## src/rtl/uart_rx_vaaman.sv

```systemverilog
// UART receiver: 2-FF synchronised input, mid-bit sampling, optional parity; strobes one cycle after the stop sample.
// No backpressure: o_rx_valid/o_parity_err/o_frame_err are single-cycle strobes that the consumer must catch.
module uart_rx_vaaman #(
    parameter int CLKS_PER_BIT = 434,
    parameter int DATA_BITS    = 8,
    parameter int PARITY       = 0
) (
    input  logic                 i_clk,
    input  logic                 i_rst,
    input  logic                 i_rx,
    output logic [DATA_BITS-1:0] o_rx_data,
    output logic                 o_rx_valid,
    output logic                 o_parity_err,
    output logic                 o_frame_err,
    output logic                 o_busy,
    output logic                 o_led
);
    localparam int CW   = $clog2(CLKS_PER_BIT);
    localparam int BW   = $clog2(DATA_BITS);
    localparam int HALF = CLKS_PER_BIT / 2;
    localparam logic [CW-1:0] HALF_M1 = CW'(HALF - 1);
    localparam logic [CW-1:0] BIT_M1  = CW'(CLKS_PER_BIT - 1);
    localparam logic [BW-1:0] LAST    = BW'(DATA_BITS - 1);

    typedef enum logic [2:0] {S_IDLE, S_START, S_DATA, S_PARITY, S_STOP} state_t;

    state_t               state, state_n;
    logic                 rx_m, rx_s, rx_prev;
    logic [CW-1:0]        cnt, cnt_n;
    logic [BW-1:0]        bit_idx, bit_n;
    logic [DATA_BITS-1:0] shreg, shreg_n;
    logic                 par_err, par_err_n;
    logic [DATA_BITS-1:0] data_n;
    logic                 valid_n, perr_n, ferr_n, led_n;

    always_ff @(posedge i_clk or posedge i_rst) begin
        if (i_rst) begin
            rx_m         <= 1'b1;
            rx_s         <= 1'b1;
            rx_prev      <= 1'b1;
            state        <= S_IDLE;
            cnt          <= '0;
            bit_idx      <= '0;
            shreg        <= '0;
            par_err      <= 1'b0;
            o_rx_data    <= '0;
            o_rx_valid   <= 1'b0;
            o_parity_err <= 1'b0;
            o_frame_err  <= 1'b0;
            o_led        <= 1'b0;
        end else begin
            rx_m         <= i_rx;
            rx_s         <= rx_m;
            rx_prev      <= rx_s;
            state        <= state_n;
            cnt          <= cnt_n;
            bit_idx      <= bit_n;
            shreg        <= shreg_n;
            par_err      <= par_err_n;
            o_rx_data    <= data_n;
            o_rx_valid   <= valid_n;
            o_parity_err <= perr_n;
            o_frame_err  <= ferr_n;
            o_led        <= led_n;
        end
    end

    always_comb begin
        state_n   = state;
        cnt_n     = cnt + CW'(1);
        bit_n     = bit_idx;
        shreg_n   = shreg;
        par_err_n = par_err;
        data_n    = o_rx_data;
        valid_n   = 1'b0;
        perr_n    = 1'b0;
        ferr_n    = 1'b0;
        led_n     = o_led;
        case (state)
            S_IDLE: begin
                cnt_n = '0;
                // Needs a high-to-low transition, so a held-low break never starts a frame.
                if (rx_prev && !rx_s) state_n = S_START;
            end
            S_START: begin
                if (cnt == HALF_M1) begin
                    cnt_n     = '0;
                    bit_n     = '0;
                    par_err_n = 1'b0;
                    state_n   = rx_s ? S_IDLE : S_DATA;
                end
            end
            S_DATA: begin
                if (cnt == BIT_M1) begin
                    cnt_n   = '0;
                    shreg_n = {rx_s, shreg[DATA_BITS-1:1]};
                    if (bit_idx == LAST) state_n = (PARITY != 0) ? S_PARITY : S_STOP;
                    else                 bit_n   = bit_idx + BW'(1);
                end
            end
            S_PARITY: begin
                if (cnt == BIT_M1) begin
                    cnt_n     = '0;
                    par_err_n = (^shreg) ^ rx_s ^ (PARITY == 1);
                    state_n   = S_STOP;
                end
            end
            S_STOP: begin
                // Return to IDLE mid-stop-bit so a following start edge is not missed.
                if (cnt == BIT_M1) begin
                    cnt_n   = '0;
                    state_n = S_IDLE;
                    if (rx_s) begin
                        data_n  = shreg;
                        valid_n = 1'b1;
                        perr_n  = par_err;
                        led_n   = o_led ^ ~par_err;
                    end else begin
                        ferr_n  = 1'b1;
                    end
                end
            end
            default: state_n = S_IDLE;
        endcase
    end

    assign o_busy = (state != S_IDLE);
endmodule
```

## config.mk

```make
export PLATFORM = sky130hd
export DESIGN_NAME = uart_rx_vaaman
export DESIGN_NICKNAME = d
export VERILOG_FILES = /design/src/rtl/uart_rx_vaaman.sv
export SDC_FILE = /design/constraint.sdc
export NUM_CORES = 1
export LEC_CHECK = 0
export ABC_AREA = 1
export CORE_MARGIN = 1.5
export CORE_UTILIZATION = 60
export CTS_CLUSTER_DIAMETER = 40
export DETAILED_ROUTE_END_ITERATION = 6
export GPL_ROUTABILITY_DRIVEN = 0
export PLACE_DENSITY = 0.9
export SLEW_MARGIN = 30
export SYNTH_ARGS = -nofsm -noshare
export SYNTH_HDL_FRONTEND = slang
export SYNTH_SLANG_ARGS = --single-unit
```

## constraint.sdc

```tcl
create_clock -name i_clk -period 3.8 [get_ports i_clk]
set_clock_uncertainty 0.1 [all_clocks]
set_input_delay 0.76 -clock i_clk [delete_from_list [all_inputs] [get_ports i_clk]]
set_output_delay 0.76 -clock i_clk [all_outputs]
set_load 0.01 [all_outputs]
```

# Yosys cells after proc, flatten, opt, wreduce, memory -nomap -nowiden

Index checks and enable logic that the tools add are counted.

Register bits: 39
Word-level logic and storage cells: 72
Output and inout port bits: 13

Bitwise logic cells: 3
Muxes and demuxes: 27
Eq/ne operators: 14
Add/sub/neg operators: 2
Reductions and logical operators: 13

Operators by type and width:

| cell                                                | number |
|---|---|
| two-way mux 3 bit                                   | 9 |
| one-hot mux 9 bit (3 select lines)                  | 1 |
| two-way mux 9 bit                                   | 2 |
| one-hot mux 3 bit (5 select lines)                  | 1 |
| != test 2 bit, second input constant                | 7 |
| two-way mux 1 bit                                   | 11 |
| adder 9 x 1 -> 9 bit, second input constant         | 1 |
| equality test 9 x 8 -> 1 bit, second input constant | 1 |
| equality test 9 bit, second input constant          | 1 |
| parity 8 bit                                        | 1 |
| equality test 3 x 2 -> 1 bit, second input constant | 2 |
| equality test 3 bit, second input constant          | 2 |
| one-hot mux 3 bit (2 select lines)                  | 1 |
| AND reduction 3 bit                                 | 2 |
| AND reduction 6 bit                                 | 1 |
| AND reduction 4 bit                                 | 1 |
| nonzero test 2 bit                                  | 2 |
| adder 3 x 1 -> 3 bit, second input constant         | 1 |
| equality test 3 x 1 -> 1 bit, second input constant | 1 |
| logical NOT 3 bit                                   | 1 |
| nonzero test 3 bit                                  | 1 |
| OR reduction 3 bit                                  | 1 |
| two-way mux 2 bit                                   | 1 |
| one-hot mux 1 bit (2 select lines)                  | 1 |
| 5 further kinds                                     | 6 |

# Longest topological paths before layout

Depth in word-level cells: 4
Depth in mapped cells: 11

# Worst setup path before layout

OpenSTA, ideal clock, no wires.

Path type: register to output
Start point: reg state[1]
End point: out o_busy
Arrival: 0.675 ns
Cell stages (with the launch flop): 3
Slack: 2.265 ns
Buffers on the path: 0
Data required time: 2.940 ns
Cells stage by stage: dfrtp_1 > nor2_1 > nand2_1

Word-level cells in the longest chain between the ends: 1

Ends and longest elaborated chain:

| what                   | line | RTL |
|---|---|---|
| from (decl)            | 27   | `state_t state, state_n;` |
| from (signal assigned) | 55   | `state <= state_n;` |
| nonzero test 3 bit     | 127  | `assign o_busy = (state != S_IDLE);` |
| to (decl)              | 15   | `output logic o_busy,` |

No other way between the ends.

# Worst setup path after layout

Same ends and word-level chain as after synthesis.

==> results.txt <==
mean routed wirelength per cell - 10.9 um
Max Transition Viols Final - 0
postcts setup bufs - 0
RSZ-0062 raised after global routing - no
gr ovfl total - 0
# IOs - 16
initial antenna violation count - 0
worst endpoint required time - 2940 ps
Port-buffer cells - 15
#FFs+latches synth - 39
Hold Vio Cnt, Final - 0
sequential cell area - 980 um^2
Resized Gates After CTS - 0
max cap viols - 0
synth-to-layout area growth - 13.3%
number of remaining DRC errors - 0
antenna cells - 0
Peak VDD IR - 422 uV
Rows - 20
period utilization - 63.6%
Worst Hold Class - register to register
Max Clk Rate - 414 MHz
slew margin rel. - 68.3%
area occupied by multi-input gates - 895 um^2
status - completed
design area - 2310 um^2
leakage power total - 1.22 nW
Yosys cell types - 24
most frequent cells in the layout - nand2_1, dfrtp_1, inv_1
synth top area cells - dfrtp_1, nand2_1, inv_1
vias in the first global route - 1454
DR vias - 1594
die width - 61.3 um
M2 GR Usage - 34.2%
synthesized area - 2040 um^2
Synth area leader - dfrtp_1
largest net degree at the start of global routing - 40
worst hold path depth - 0
busiest grt layer - met2
met1 Track Usage GR - 29.7%
core area - 3130 um^2
DR vias/cell - 5.00
global-route wire length before repair - 6040 um
min Tclk post-route - 2420 ps
Worst Tran Pin Value - 475 ps
fin nets - 282
Area after DPL - 2230 um^2
Worst Path Arrival - 1560 ps
reg2reg start - cnt[0]$_DFF_PP0_
root buf cell - clkbuf_4
HPWL Detailed - 2630 um
final WL - 3470 um
TritonRoute pass-1 iters - 4
Final ANT Viol Nets - 0
CTS Hold Bufs - 0
PD cells - 421 nW/um^2
Total Routing Usage GR - 21.9%
sequential share of the synthesized area - 48.1%
fill cell count - 242
hold-critical path endpoint - rx_s$_DFF_PP1_
final non-filler cell total - 319
cells after synthesis - 253
Final TNS setup - 0 ps
TritonCTS Buffers - 5
die area - 3750 um^2
grt met3 use - 5.04%
clock slew at reported path FFs - 120 ps
Clock Sinks - 39
Worst Path Max Fanout - 5
Post-Synthesis Net Count - 261
Core Util, Final - 73.8%
height of the die - 61.3 um
worst hold path startpoint - rx_m$_DFF_PP1_
reg2reg setup slack - 2080 ps
Worst R2R Path Depth - 11
element type at the critical path start - register
Final setup viols - 0
Crit Reg-Reg Endpoint - cnt[6]$_DFF_PP0_
critical path capture point type - output pin
Synth top area share - 44.3%
Initial Util - 65.1%
H-tree levels - 2
DR iter-0 viols - 67
Worst-Skew Late Latency - 340 ps
most common cell after layout, fill and taps aside - nand2_1
Mapped Avg Cell Area - 8.05 um^2
Yosys warning count - 0
share of post-route cells with drive strength above 1 - 13.1%
placed cells - 311
Crit Path Class - register to output pin
Clock Tree Buf Depth - 2
CTS tree - done
## worst max-delay path, cell delays in order (launching register included)
cell and delay [ps]:
dfrtp_1 450, nor2_1 200, nand2_1 90, clkdlybuf4s50_1 480
## worst max path at each step
stage	startpoint	endpoint	slack [ps]	cells after the start
finish	state[1]$_DFFE_PP0P_	o_busy	1380	3
global route	state[1]$_DFFE_PP0P_	o_busy	1280	3
CTS	state[1]$_DFFE_PP0P_	o_busy	1350	3
detailed placement	state[1]$_DFFE_PP0P_	o_busy	1750	3
global placement	state[1]$_DFFE_PP0P_	o_busy	1820	3
floorplan	i_rst	bit_idx[0]$_DFFE_PP0P_	2060	1
## sequential cells by signal, indices dropped and copies added, names as in the netlist, 3 cells and up
signal	cells
state	3
cnt	9
bit_idx	3
o_rx_data	8
shreg	8
## synth_stat cells (all sizes together)
master,count
nand2,90
inv,37
dfrtp,36
nor2,24
o21ai,24
nand3,17
ha,5
nor3,5
dfstp,3
or2,3
xor2,3
buf,2
xnor2,2
a21o,1
nor3b,1
## cells by family (layout without fill, tap and decap cells)
| group | count (synthesis) | count (layout) | share of synthesized area [%] |
|---|---|---|---|
| fa+ha+maj | 5 | 5 | 3.07 |
| flops | 39 | 39 | 48.1 |
| simple gates | 140 | 140 | 30.8 |
| buf+inv | 39 | 61 | 7.93 |
| compound gates | 25 | 25 | 7.93 |
| xor+xnor | 5 | 5 | 2.15 |
## where the power goes
group	internal [mW]	switching, mW
registers	0.440	0.0252
logic	0.0772	0.153
clock network	0.139	0.137
total	0.655	0.315
## layer usage
metal / vias to the layer above / part of all wire [%] / wire, um
met3: 4 / 3.3 / 116
met4: 0 / 1.4 / 47
met5: - / 0 / 0
met1: 742 / 50 / 1730
li1: 825 / - / -
met2: 23 / 45 / 1570
## layout make-up
class / instances / area share (%)
clock buffer: 5 / 1.63
clock inverter: 3 / 1.90
inverter: 37 / 6.02
multi-input combinational: 175 / 38.8
sequential: 39 / 42.5
tap: 44 / 2.39
timing repair buffer: 16 / 6.83
## metrics by stage
stage | power, mW | hold slack (ps) | setup slack, ps
2_1_floorplan | 0.645 | 245 | 2060
3_3_place_gp | 0.698 | 246 | 1820
3_5_place_dp | 0.703 | 254 | 1750
4_1_cts | 0.980 | 260 | 1350
5_1_grt | 1.03 | 263 | 1280
6_report | 0.970 | 252 | 1380
Note: power is estimated with default switching activity, not from simulation.
